$ cat src/rtl/ltc_dac_serializer.sv
// SPI serializer for LTC2601 daisy chains and LTC2604 quad DACs.
// Fetches NUM_CH command words from a combinational-read memory and shifts them out MSB-first.
module ltc_dac_serializer #(
   parameter int NUM_CH  = 4,
   parameter int CLK_DIV = 1,
   parameter int CS_GAP  = 2,
   localparam int AW     = (NUM_CH > 1) ? $clog2(NUM_CH) : 1
) (
   input  logic          clkin,
   input  logic          reset,
   input  logic          trig,
   input  logic          isQuadDac,
   input  logic [31:0]   word,
   output logic [AW-1:0] addr,
   output logic          sclk,
   output logic          csel,
   output logic          mosi,
   output logic          busy,
   output logic          flush,
   output logic          done
);

   localparam int BW = $clog2(NUM_CH * 32);

   typedef enum logic [1:0] {ST_IDLE, ST_SHIFT, ST_HOLD, ST_GAP} state_t;

   state_t        r_state, w_state_next;
   logic [31:0]   r_data, w_data_next;
   logic [7:0]    r_div, w_div_next;
   logic [7:0]    r_gap, w_gap_next;
   logic [BW-1:0] r_bit, w_bit_next;
   logic [AW-1:0] r_chan, w_chan_next;
   logic [AW-1:0] r_addr, w_addr_next;
   logic          r_quad, w_quad_next;
   logic          r_pending, w_pending_next;
   logic          r_sclk, w_sclk_next;
   logic          r_csel, w_csel_next;
   logic          r_busy, w_busy_next;
   logic          r_flush, w_flush_next;
   logic          r_done, w_done_next;
   logic          w_last_bit;

   assign w_last_bit = r_quad ? (r_bit == BW'(23)) : (r_bit == BW'(NUM_CH * 32 - 1));

   always_comb begin
      w_state_next   = r_state;
      w_data_next    = r_data;
      w_div_next     = r_div;
      w_gap_next     = r_gap;
      w_bit_next     = r_bit;
      w_chan_next    = r_chan;
      w_addr_next    = r_addr;
      w_quad_next    = r_quad;
      w_pending_next = r_pending | (trig & (r_state != ST_IDLE));
      w_sclk_next    = r_sclk;
      w_csel_next    = r_csel;
      w_busy_next    = r_busy;
      w_flush_next   = 1'b0;
      w_done_next    = 1'b0;
      // addr moves to the next word once the current one has been consumed
      if (r_flush && (r_addr != AW'(NUM_CH - 1)))
         w_addr_next = r_addr + 1'b1;
      case (r_state)
         ST_IDLE: begin
            if (trig || r_pending) begin
               w_state_next   = ST_SHIFT;
               w_data_next    = word;
               w_quad_next    = isQuadDac;
               w_csel_next    = 1'b0;
               w_sclk_next    = 1'b0;
               w_busy_next    = 1'b1;
               w_flush_next   = 1'b1;
               w_div_next     = '0;
               w_bit_next     = '0;
               w_chan_next    = '0;
               w_pending_next = 1'b0;
            end
         end
         ST_SHIFT: begin
            if (r_div == 8'(CLK_DIV - 1)) begin
               w_div_next = '0;
               if (!r_sclk) begin
                  w_sclk_next = 1'b1;
               end else begin
                  w_sclk_next = 1'b0;
                  if (w_last_bit) begin
                     w_state_next = ST_HOLD;
                  end else begin
                     w_bit_next = r_bit + 1'b1;
                     if (!r_quad && (r_bit[4:0] == 5'd31)) begin
                        w_data_next  = word;
                        w_flush_next = 1'b1;
                        w_chan_next  = r_chan + 1'b1;
                     end else begin
                        w_data_next = {r_data[30:0], 1'b0};
                     end
                  end
               end
            end else begin
               w_div_next = r_div + 1'b1;
            end
         end
         ST_HOLD: begin
            w_csel_next = 1'b1;
            if (r_quad && (r_chan != AW'(NUM_CH - 1))) begin
               w_state_next = ST_GAP;
               w_gap_next   = '0;
            end else begin
               w_state_next = ST_IDLE;
               w_busy_next  = 1'b0;
               w_done_next  = 1'b1;
               w_addr_next  = '0;
            end
         end
         ST_GAP: begin
            if (r_gap == 8'(CS_GAP - 1)) begin
               w_state_next = ST_SHIFT;
               w_csel_next  = 1'b0;
               w_data_next  = word;
               w_flush_next = 1'b1;
               w_chan_next  = r_chan + 1'b1;
               w_bit_next   = '0;
               w_div_next   = '0;
            end else begin
               w_gap_next = r_gap + 1'b1;
            end
         end
         default: w_state_next = ST_IDLE;
      endcase
   end

   always_ff @(posedge clkin) begin
      if (reset) begin
         r_state   <= ST_IDLE;
         r_data    <= '0;
         r_div     <= '0;
         r_gap     <= '0;
         r_bit     <= '0;
         r_chan    <= '0;
         r_addr    <= '0;
         r_quad    <= 1'b0;
         r_pending <= 1'b0;
         r_sclk    <= 1'b0;
         r_csel    <= 1'b1;
         r_busy    <= 1'b0;
         r_flush   <= 1'b0;
         r_done    <= 1'b0;
      end else begin
         r_state   <= w_state_next;
         r_data    <= w_data_next;
         r_div     <= w_div_next;
         r_gap     <= w_gap_next;
         r_bit     <= w_bit_next;
         r_chan    <= w_chan_next;
         r_addr    <= w_addr_next;
         r_quad    <= w_quad_next;
         r_pending <= w_pending_next;
         r_sclk    <= w_sclk_next;
         r_csel    <= w_csel_next;
         r_busy    <= w_busy_next;
         r_flush   <= w_flush_next;
         r_done    <= w_done_next;
      end
   end

   assign addr  = r_addr;
   assign sclk  = r_sclk;
   assign csel  = r_csel;
   assign busy  = r_busy;
   assign flush = r_flush;
   assign done  = r_done;
   // mosi follows the frame MSB of the shift register, forced low when idle
   assign mosi  = r_busy & (r_quad ? r_data[23] : r_data[31]);

endmodule

$ cat config.mk
export PLATFORM = sky130hd
export DESIGN_NAME = ltc_dac_serializer
export DESIGN_NICKNAME = d
export VERILOG_FILES = /design/src/rtl/ltc_dac_serializer.sv
export SDC_FILE = /design/constraint.sdc
export NUM_CORES = 1
export LEC_CHECK = 0
export CAP_MARGIN = 0
export CELL_PAD_IN_SITES_DETAIL_PLACEMENT = 2
export CELL_PAD_IN_SITES_GLOBAL_PLACEMENT = 2
export CORE_UTILIZATION = 37
export CTS_BUF_LIST = sky130_fd_sc_hd__clkbuf_4
export DETAILED_ROUTE_END_ITERATION = 7
export PLACE_DENSITY = 0.92
export SKIP_LAST_GASP = 1
export SYNTH_ARGS = -nofsm -noshare
export SYNTH_HDL_FRONTEND = slang
export SYNTH_SLANG_ARGS = --single-unit
$ cat constraint.sdc
create_clock -name clkin -period 2.7 [get_ports clkin]
set_clock_uncertainty 0.05 [all_clocks]
set_input_delay 0.405 -clock clkin [delete_from_list [all_inputs] [get_ports clkin]]
set_output_delay 0.405 -clock clkin [all_outputs]
set_load 0.05 [all_outputs]
==> metrics.txt, run 1 <==
result of the run=finished, final reports clean; power density over the cells=approximately 1000 nW/um^2; clock tree root buffer cell=clkbuf_4; synth warn=0; number of synthesized flops with an enable pin=0; most used cell, CP=buf_4; Post-Synthesis Cells=around 370; Final Hold Fails=0; Critical Path Start Type=flip-flop; R2R depth=9; GRT overflow=0; # setup viols final=0; clock-pin slew on the worst setup and hold paths=between 0.1 and 0.15 ns; Max Fclk=between 0.3 and 0.4 GHz; NumNets Final=471; slowest CP cell=dfxtp_1; Crit path arrival time=about 2.9 ns; Final WS setup=approximately 0.021 ns; DR iter-0 viols=117; fin crit share=approximately 99%; CP Cell Sequence=inv_1 > ha_1 > nor3b_2 > buf_4 > or2_2 > nor4_4 > buf_4 > a41oi_1 > a311oi_1; num ports=44; placed cell count=539; vias per cell=about 5.7; share of flip-flops with an asynchronous set or reset=0%; Avg Cell Area, Syn=9.75 um^2; drt total wl=between 10 and 15 mm; DP Area=approximately 4200 um^2; Tmin final=around 2.7 ns; max-slew violations=0; Static Leak=approximately 1.7 nW; post-detail-place hpwl=7.98 mm; die area=10200 um^2; vias in the first global route=3638; Core Region=9370 um^2; Worst Path Max Fanout=5; H-tree depth=3; Die Y=~100 um; remaining antenna violation count=0; vias post-DR=about 3200; Worst Hold Class=flip-flop to flip-flop; Crit path largest cell delay=around 0.46 ns; PnR Total Power=about 4.4 mW; pre-CTS setup slack=-0.103 ns; drt drc=0; Synth Cell Area=3620 um^2; post-layout util=between 40 and 50%; initial antenna violation count=0; CP Buf/Inv Count=3; post-synth net total=between 400 and 500; ant diodes=0; post-synthesis sequential area ratio=roughly 38%; CP Class=flip-flop to flip-flop; Max Cap Viol=0; Clock Sinks=68; number of library cell types mapped by synthesis=56; largest net degree at the start of global routing=36; total track usage=a little over a quarter; Die W=a little over 100 um; Layout area overhead=21.9%; row cnt=35; TritonCTS clock tree=yes; ys flop type=dfxtp_1; worst vdd rail ir drop=0.410 mV; Initial Util=38.6%; share of cells above drive strength 1=20.1%; wire length per cell=22.6 um; WP data required=~3.0 ns; fin cells=around 560; clock buffer depth=2; Max transition margin=between 40% and 50%; Worst path depth=9; Yosys reg bits=approximately 70; Hold Crit Depth=2; global-route wire length before repair=19.9 mm; IO Port Bufs=43; CP top delay family=simple AND/OR/NAND/NOR gates; first-pass detailed-route iteration total=4; CTS buffer count=9; worst skew pair latency=between 0.4 and 0.5 ns; Placer Congestion=about 0.8; hold buffers post-CTS=0; post-route cell area=about 4400 um^2; Crit. End Element=flip-flop; worst slew pin tran=0.750 ns
==> metrics by stage <==
stage                     setup TNS (ns)  hold slack (ns)
final                                  0            0.451
after CTS                              0            0.455
after floorplan                        0            0.399
after detailed placement          -0.392            0.427
after global routing            -0.00512            0.485
after global placement                 0            0.414
==> tightest hold or removal path, delay by kind of cell (launching register included) <==
kind | cells | cell delay (ns)
flops | 1 | 0.33
compound gates | 2 | 0.13
==> synthesized netlist by cell type (3+ instances only) <==
cell type,n,area [um^2]
ha_1,12,150
nor3_1,6,30.0
buf_4,3,22.5
inv_1,8,30.0
a311oi_1,5,43.8
and3_1,6,37.5
xor2_1,12,105
nand2_1,13,48.8
clkbuf_1,11,41.3
nor2b_1,3,18.8
nand3_1,6,30.0
o21ai_0,9,45.0
buf_6,3,33.8
dfxtp_1,68,1360
a211oi_1,5,37.5
nor2_1,26,97.6
a211oi_2,28,350
nand4_1,12,75.1
mux2i_1,37,370
nand2b_1,9,56.3
buf_2,4,20.0
a21oi_1,42,210
==> layer usage <==
| layer | vias up | global-route usage [%] | part of all wire (%) |
|---|---|---|---|
| met3 | 25 | 5.62 | 3.2 |
| li1 | 1477 | - | - |
| met2 | 77 | 49.6 | 53 |
| met5 | - | 0 | 0 |
| met4 | 0 | 10.4 | 2.3 |
| met1 | 1623 | 28.4 | 41 |
==> what timing repair did <==
| item | in CTS | in global routing |
|---|---|---|
| endpoints found under the setup margin | 35 | 2 |
| cloned | 1 | 0 |
| resized for setup | 2 | 1 |
| buffers inserted | 0 | 1 |
| pin swaps | 2 | 1 |
==> power by group <==
| group | switching (mW) | leakage, nW | internal, mW |
|---|---|---|---|
| registers | 0.210 | 0.558 | 1.29 |
| clock network | 0.425 | 0.0728 | 0.292 |
| logic | 1.34 | 1.12 | 0.874 |
==> layout make-up <==
| class | count | area (um^2) |
|---|---|---|
| clock inverters | 6 | 63.8 |
| clock buffers | 10 | 75.1 |
| repair buffers | 63 | 588 |
| fillers | 1020 | 4960 |
| well taps | 129 | 161 |
| multi-input cells | 273 | 2130 |
| flip-flops and latches | 68 | 1360 |
| inverters | 8 | 30.0 |
==> placed cells by master (no fill, tap or decap), types with 2 or more instances in the layout <==
master / instances
inv_1: 8
o21ai_0: 9
clkbuf_4: 10
a211oi_2: 28
clkdlybuf4s50_1: 42
a21boi_2: 2
nand4_1: 12
dfxtp_1: 68
nand3_1: 6
or2_2: 2
a211oi_1: 5
or4_1: 2
nor3_1: 6
or4b_4: 2
a31oi_1: 2
clkinvlp_4: 2
nand3b_1: 2
clkinv_2: 2
o31ai_1: 2
a311oi_1: 5
a21oi_1: 42
buf_4: 19
mux2i_1: 37
and3_1: 6
nand2_1: 13
nor2_4: 2
nand2b_1: 8
nor4b_2: 2
nor2_1: 26
xor2_1: 12
nor2b_1: 3
ha_1: 12
==> state kept, by name, summed over array words and instances (netlist names) <==
register   cells
csel           1
flush          1
r_state        2
r_chan         2
r_quad         1
r_data        32
r_div          8
busy           1
sclk           1
done           1
r_gap          8
addr           2
r_bit          7
r_pending      1
==> final timing paths <==
kind                            startpoint   endpoint  slack (ns)
worst max-delay path            r_state[0]   r_bit[3]        0.02
worst min-delay path             r_data[0]  r_data[0]        0.45
worst max register to register  r_state[0]   r_bit[3]        0.02
worst min register to register   r_data[0]  r_data[0]        0.45
==> cells by family after synthesis <==
family	Yosys count	share of synthesized area [%]
AOI/OAI and AO/OA	105	22.9
xor gates and xnor gates	13	3.15
adders and majority gates	12	4.15
buffers and inverters	31	4.29
DFF	68	37.6
muxes	39	10.9
and+or+nand+nor	103	17.0
No activity file was read; power rests on OpenSTA's default activity.
==> run 2: changes to the inputs <==
==> constraint.sdc (replaced) <==
create_clock -name clkin -period 2.9 [get_ports clkin]
set_clock_uncertainty 0.05 [all_clocks]
set_input_delay 0.435 -clock clkin [delete_from_list [all_inputs] [get_ports clkin]]
set_output_delay 0.435 -clock clkin [all_outputs]
set_load 0.05 [all_outputs]
==> run 2 against run 1 <==
Clock-buffer cell count grew 2. First-iteration DRC count shrank 38%. Setup slack gained 0.32 ns. Largest cell class unchanged. Sequential cell count is the same. Highest routed layer unchanged. Largest power group unchanged. Critical path type unchanged.
==> metrics.txt, run 2 (synthesis gave the netlist of run 1 again) <==
result of the run=finished, final reports clean; WP data required=3.16 ns (+0.21 ns); worst skew pair latency=0.44 ns (about the same); biggest regs=r_data: 32 flops, r_div: 8 flops, r_gap: 8 flops; Worst Hold Class=flip-flop to flip-flop; global-route wire length before repair=17.8 mm (-10%); hold slack=0.449 ns (-0.00191 ns); power density over the cells=908 nW/um^2 (-9.6%); fin crit share=88.1% (-11 points); pre-CTS setup slack=0.297 ns (+0.400 ns); Final WS setup=0.344 ns (+0.324 ns); FF-to-FF setup slack=0.34 ns (+0.32 ns); largest net degree at the start of global routing=43 (+19%); CP Cell Sequence=inv_1 > ha_1 > nor3b_2 > nor2_1 > nand2_2 > nor2_4 > buf_4 > a211oi_2; Die W=101 um (unchanged); Worst Path Max Fanout=13 (+8); vias post-DR=3085 (-3.7%); Placer Congestion=0.782 (-4.1%); most frequent cells in the layout=dfxtp_1 (68), a21oi_1 (42), clkdlybuf4s50_1 (42); Initial Util=38.6% (unchanged); num ports=44 (unchanged); Layout area overhead=19.2%; Hold Crit Depth=2 (unchanged); Crit. End Element=flip-flop; DR iter-0 viols=73 (-38%); die area=10200 um^2 (unchanged); max-slew violations=0 (unchanged); drt drc=0 (unchanged); worst slew pin tran=0.894 ns (+0.144 ns); row cnt=35 (unchanged); remaining antenna violation count=0 (unchanged); worst vdd rail ir drop=0.287 mV (-30%); Max Cap Viol=0 (unchanged); TritonCTS clock tree=yes; clock tree root buffer cell=clkbuf_4; Max transition margin=40.4% (-9.6 points); number of flip-flops in the largest register=32 (unchanged); Clock Sinks=68 (unchanged); most flop-heavy register=r_data; Crit path arrival time=2.82 ns (-0.11 ns); CP Class=flip-flop to flip-flop; commonest non-fill, non-tap cell in the layout=dfxtp_1; Core Region=9370 um^2 (unchanged); worst hold path endpoint=csel; hold buffers post-CTS=0 (unchanged); H-tree depth=3 (unchanged); # setup viols final=0 (unchanged); TNS Setup=0 ns (unchanged); total track usage=22.9% (-3.3 points); share of cells above drive strength 1=17.0% (-3.1 points); post-detail-place hpwl=7.70 mm (-3.5%); GRT overflow=0 (unchanged); Reg-to-Reg Start=r_state[0]; Critical Path Start Type=flip-flop; clock buffer depth=2 (unchanged); vias per cell=5.64 (-1.9%); Setup Fix Bufs, Post-CTS=0 (unchanged); NumNets Final=461 (-2.1%); clock-pin slew on the worst setup and hold paths=0.11 ns (about the same); Die Y=101 um (unchanged); hold_sp=csel; Max Fclk=0.391 GHz (+4.8%); worst reg2reg endpoint=r_data[22]; Final Hold Fails=0 (unchanged); slowest CP cell=dfxtp_1; initial antenna violation count=0 (unchanged); IO Port Bufs=43 (unchanged); Tmin final=2.56 ns (-0.124 ns); Static Leak=1.69 nW (-3.0%); CTS buffer count=9 (unchanged); wire length per cell=19.8 um (-12%); drt total wl=10.9 mm (-14%); RSZ-0062 raised after global routing=false; ant diodes=0 (unchanged); first-pass detailed-route iteration total=4 (unchanged); Crit path largest cell delay=0.42 ns (-0.04 ns); vias in the first global route=3413 (-6.2%); post_cts resized=0 (-2); R2R depth=8 (-1)
run 2: changes by cell type in the layout (fill, tap and decap cells not counted), moves of 2 or more:
| cell | previous run | this run |
|---|---|---|
| clkbuf_4 | 10 | 12 |
| clkinv_1 | 0 | 3 |
| clkinvlp_4 | 2 | 0 |
| buf_12 | 1 | 3 |
| buf_4 | 19 | 8 |
run 2: worst max-delay path by stage:
stage	from	to	slack, ns	cells past startpoint
after floorplan	sclk	r_chan[0]	0.62	5
after global placement	trig	r_data[18]	0.37	7
after detailed placement	trig	r_data[22]	0.30	7
after CTS	r_state[0]	r_data[22]	0.36	8
after global routing	r_state[0]	r_data[30]	0.20	8
final	r_state[0]	r_data[22]	0.34	8
run 2: through the flow:
stage	power, mW	util, %	cells	cell area (um^2)
2_1_floorplan	2.81	-	371	3620
3_3_place_gp	3.23	44.9	531	4210
3_5_place_dp	3.39	44.9	531	4210
4_1_cts	3.96	46.0	547	4310
5_1_grt	4.16	46.0	547	4310
6_report	3.92	46.0	547	4310
run 2: worst max-delay path: cells and delay by family, from the launching register on:
kind / cells / cell delay [ns]
AND/OR/NAND/NOR: 4 / 1.15
adder cells (fa/ha/maj): 1 / 0.26
buffers and inverters: 2 / 0.41
flip-flops: 1 / 0.42
AO/OA/AOI/OAI: 1 / 0.14
run 2: power by group:
part | internal [mW] | total [mW] | switching [mW]
registers | 1.20 | 1.39 | 0.189
logic | 0.821 | 1.99 | 1.17
clock network | 0.196 | 0.544 | 0.347
total | 2.22 | 3.92 | 1.70
run 2: cell type report:
class / instances / area (um^2)
fillers: 1020 / 5060
multi-input cells: 272 / 2110
flip-flops and latches: 68 / 1360
repair buffers: 54 / 546
well taps: 129 / 161
clock buffers: 12 / 90.1
inverters: 8 / 30.0
clock inverters: 4 / 16.3
run 2: per-layer routing:
layer,track usage [%],routed length [um]
met2,41.9,5720
met4,7.36,129
met1,27.1,4710
met3,4.09,297
met5,0,0
==> run 3: changes to the inputs <==
--- a/config.mk
+++ b/config.mk
@@ -8,9 +8,11 @@
 export CAP_MARGIN = 0
 export CELL_PAD_IN_SITES_DETAIL_PLACEMENT = 2
 export CELL_PAD_IN_SITES_GLOBAL_PLACEMENT = 2
+export CORE_MARGIN = 2
 export CORE_UTILIZATION = 37
 export CTS_BUF_LIST = sky130_fd_sc_hd__clkbuf_4
 export DETAILED_ROUTE_END_ITERATION = 7
+export HOLD_SLACK_MARGIN = 0.03
 export PLACE_DENSITY = 0.92
 export SKIP_LAST_GASP = 1
 export SYNTH_ARGS = -nofsm -noshare
==> run 3 against run 2 <==
Largest power group unchanged. Final area grew 0.75%. Clock power is 33% higher. Via count rose by 0.55%. Cell count increased by 0.55%. Sequential share of layout area shrank 0.24 points.
==> metrics.txt, run 3 (synthesis gave the netlist of run 1 again) <==
result of the run=finished, final reports clean; IO Port Bufs=43 (unchanged); Max transition margin=47.7% (+7.4 points); NumNets Final=459 (-0.43%); Worst Hold Class=flip-flop to flip-flop; H-tree depth=3 (unchanged); post-detail-place hpwl=7.93 mm (+3.0%); clock tree root buffer cell=clkbuf_4; Worst Path Max Fanout=32 (+19); most frequent cells in the layout=dfxtp_1 (68), a21oi_1 (42), clkdlybuf4s50_1 (42); Critical Path Start Type=flip-flop; DR WL met3=273 um (-8.1%); first-pass detailed-route iteration total=4 (unchanged); PnR Total Power=4.09 mW (+4.3%); vias per cell=5.64 (about the same); area of the multi-input gates=2110 um^2 (unchanged); Crit. End Element=flip-flop; Max Fclk=0.394 GHz (+0.63%); post_cts resized=0 (unchanged); TNS Setup=0 ns (unchanged); TritonCTS clock tree=yes; RSZ-0062 raised after global routing=false; vias in the first global route=3438 (+0.73%); max-slew violations=0 (unchanged); Setup Fix Bufs, Post-CTS=0 (unchanged); # setup viols final=0 (unchanged); total track usage=22.7% (-0.28 points); Tmin final=2.54 ns (-0.0160 ns); Hold Crit Depth=2 (unchanged); FF+latch area=1360 um^2 (unchanged); vias post-DR=3102 (+0.55%); Core Region=9640 um^2 (+2.9%); Max Cap Viol=0 (unchanged); drt total wl=11.5 mm (+6.1%); worst skew pair latency=0.41 ns (-0.03 ns); wire length per cell=20.9 um (+5.5%); Static Leak=1.70 nW (+0.32%); highest metal used=met4; DR WL met2=6.04 mm (+5.6%); WP data required=3.17 ns (about the same); number of flip-flops in the largest register=32 (unchanged); met1 WL=4.91 mm (+4.4%); CP Class=flip-flop to flip-flop; die area=10600 um^2 (+4.0%); biggest regs=r_data: 32 flops, r_div: 8 flops, r_gap: 8 flops; clock-pin slew on the worst setup and hold paths=0.12 ns (about the same); remaining antenna violation count=0 (unchanged); clock buffer depth=2 (unchanged); initial antenna violation count=1 (+1); num ports=44 (unchanged); Die Y=103 um (+2.0%); commonest non-fill, non-tap cell in the layout=dfxtp_1; Initial Util=37.5% (-1.1 points); power density over the cells=940 nW/um^2 (+3.6%); Layout area overhead=20.1%; R2R depth=8 (unchanged); most flop-heavy register=r_data; Placer Congestion=0.743 (-5.0%); drt drc=0 (unchanged); worst vdd rail ir drop=0.277 mV (-3.3%); global-route wire length before repair=18.3 mm (+2.6%); Clock Sinks=68 (unchanged); DR iter-0 viols=99 (+36%); Die W=103 um (+2.0%); largest net degree at the start of global routing=38 (-12%); worst slew pin tran=0.773 ns (-0.121 ns); row cnt=36 (+2.9%); Fillers=1040 (+2.0%); GRT overflow=0 (unchanged); share of cells above drive strength 1=17.1% (+0.082 points); CTS buffer count=9 (unchanged); fin crit share=87.6% (-0.55 points); hold buffers post-CTS=0 (unchanged); Crit path arrival time=2.81 ns (about the same); Final Hold Fails=0 (unchanged)
## run 3: layout make-up
| type | count | area share (%) |
|---|---|---|
| flip-flops and latches | 68 | 31.3 |
| repair buffers | 52 | 11.9 |
| multi-input cells | 272 | 48.5 |
| clock inverters | 5 | 1.76 |
| clock buffers | 11 | 1.90 |
| well taps | 133 | 3.83 |
| inverters | 8 | 0.691 |
| diodes | 1 | 0.0576 |
## run 3: routing by layer
metal,global-route usage [%],vias to the layer above
met5,0,-
met4,10.1,0
met3,4.07,28
met2,39.9,65
met1,26.8,1548
li1,-,1461
## run 3: per-stage QoR
step / hold slack (ns) / instance area, um^2 / setup WS (ns) / utilization, % / cells
after floorplan: 0.399 / 3620 / 0.617 / - / 371
after global placement: 0.418 / 4190 / 0.537 / 43.4 / 533
after detailed placement: 0.431 / 4190 / 0.406 / 43.4 / 533
after CTS: 0.452 / 4340 / 0.374 / 45.1 / 549
after global routing: 0.480 / 4350 / 0.156 / 45.1 / 550
final: 0.443 / 4350 / 0.360 / 45.1 / 550
## run 3: path summary, 6_finish.rpt
check            start  slack [ns]        end
max           r_bit[1]        0.36  r_data[7]
min          r_data[0]        0.44  r_data[0]
max reg2reg   r_bit[1]        0.36  r_data[7]
min reg2reg  r_data[0]        0.44  r_data[0]
## run 3: report_power, final
group | switching (mW) | internal, mW | total (mW) | leakage, nW
Combinational | 1.20 | 0.779 | 1.97 | 1.06
Sequential | 0.190 | 1.20 | 1.39 | 0.558
Clock | 0.359 | 0.366 | 0.725 | 0.0845
## run 3: worst max-delay path, cell delays in order, from the launching register on
cell      delay (ns)
dfxtp_1         0.40
ha_1            0.28
and3_1          0.20
ha_1            0.17
nor2b_1         0.20
nand2b_2        0.14
buf_4           0.47
mux2i_1         0.18
a211oi_1        0.30
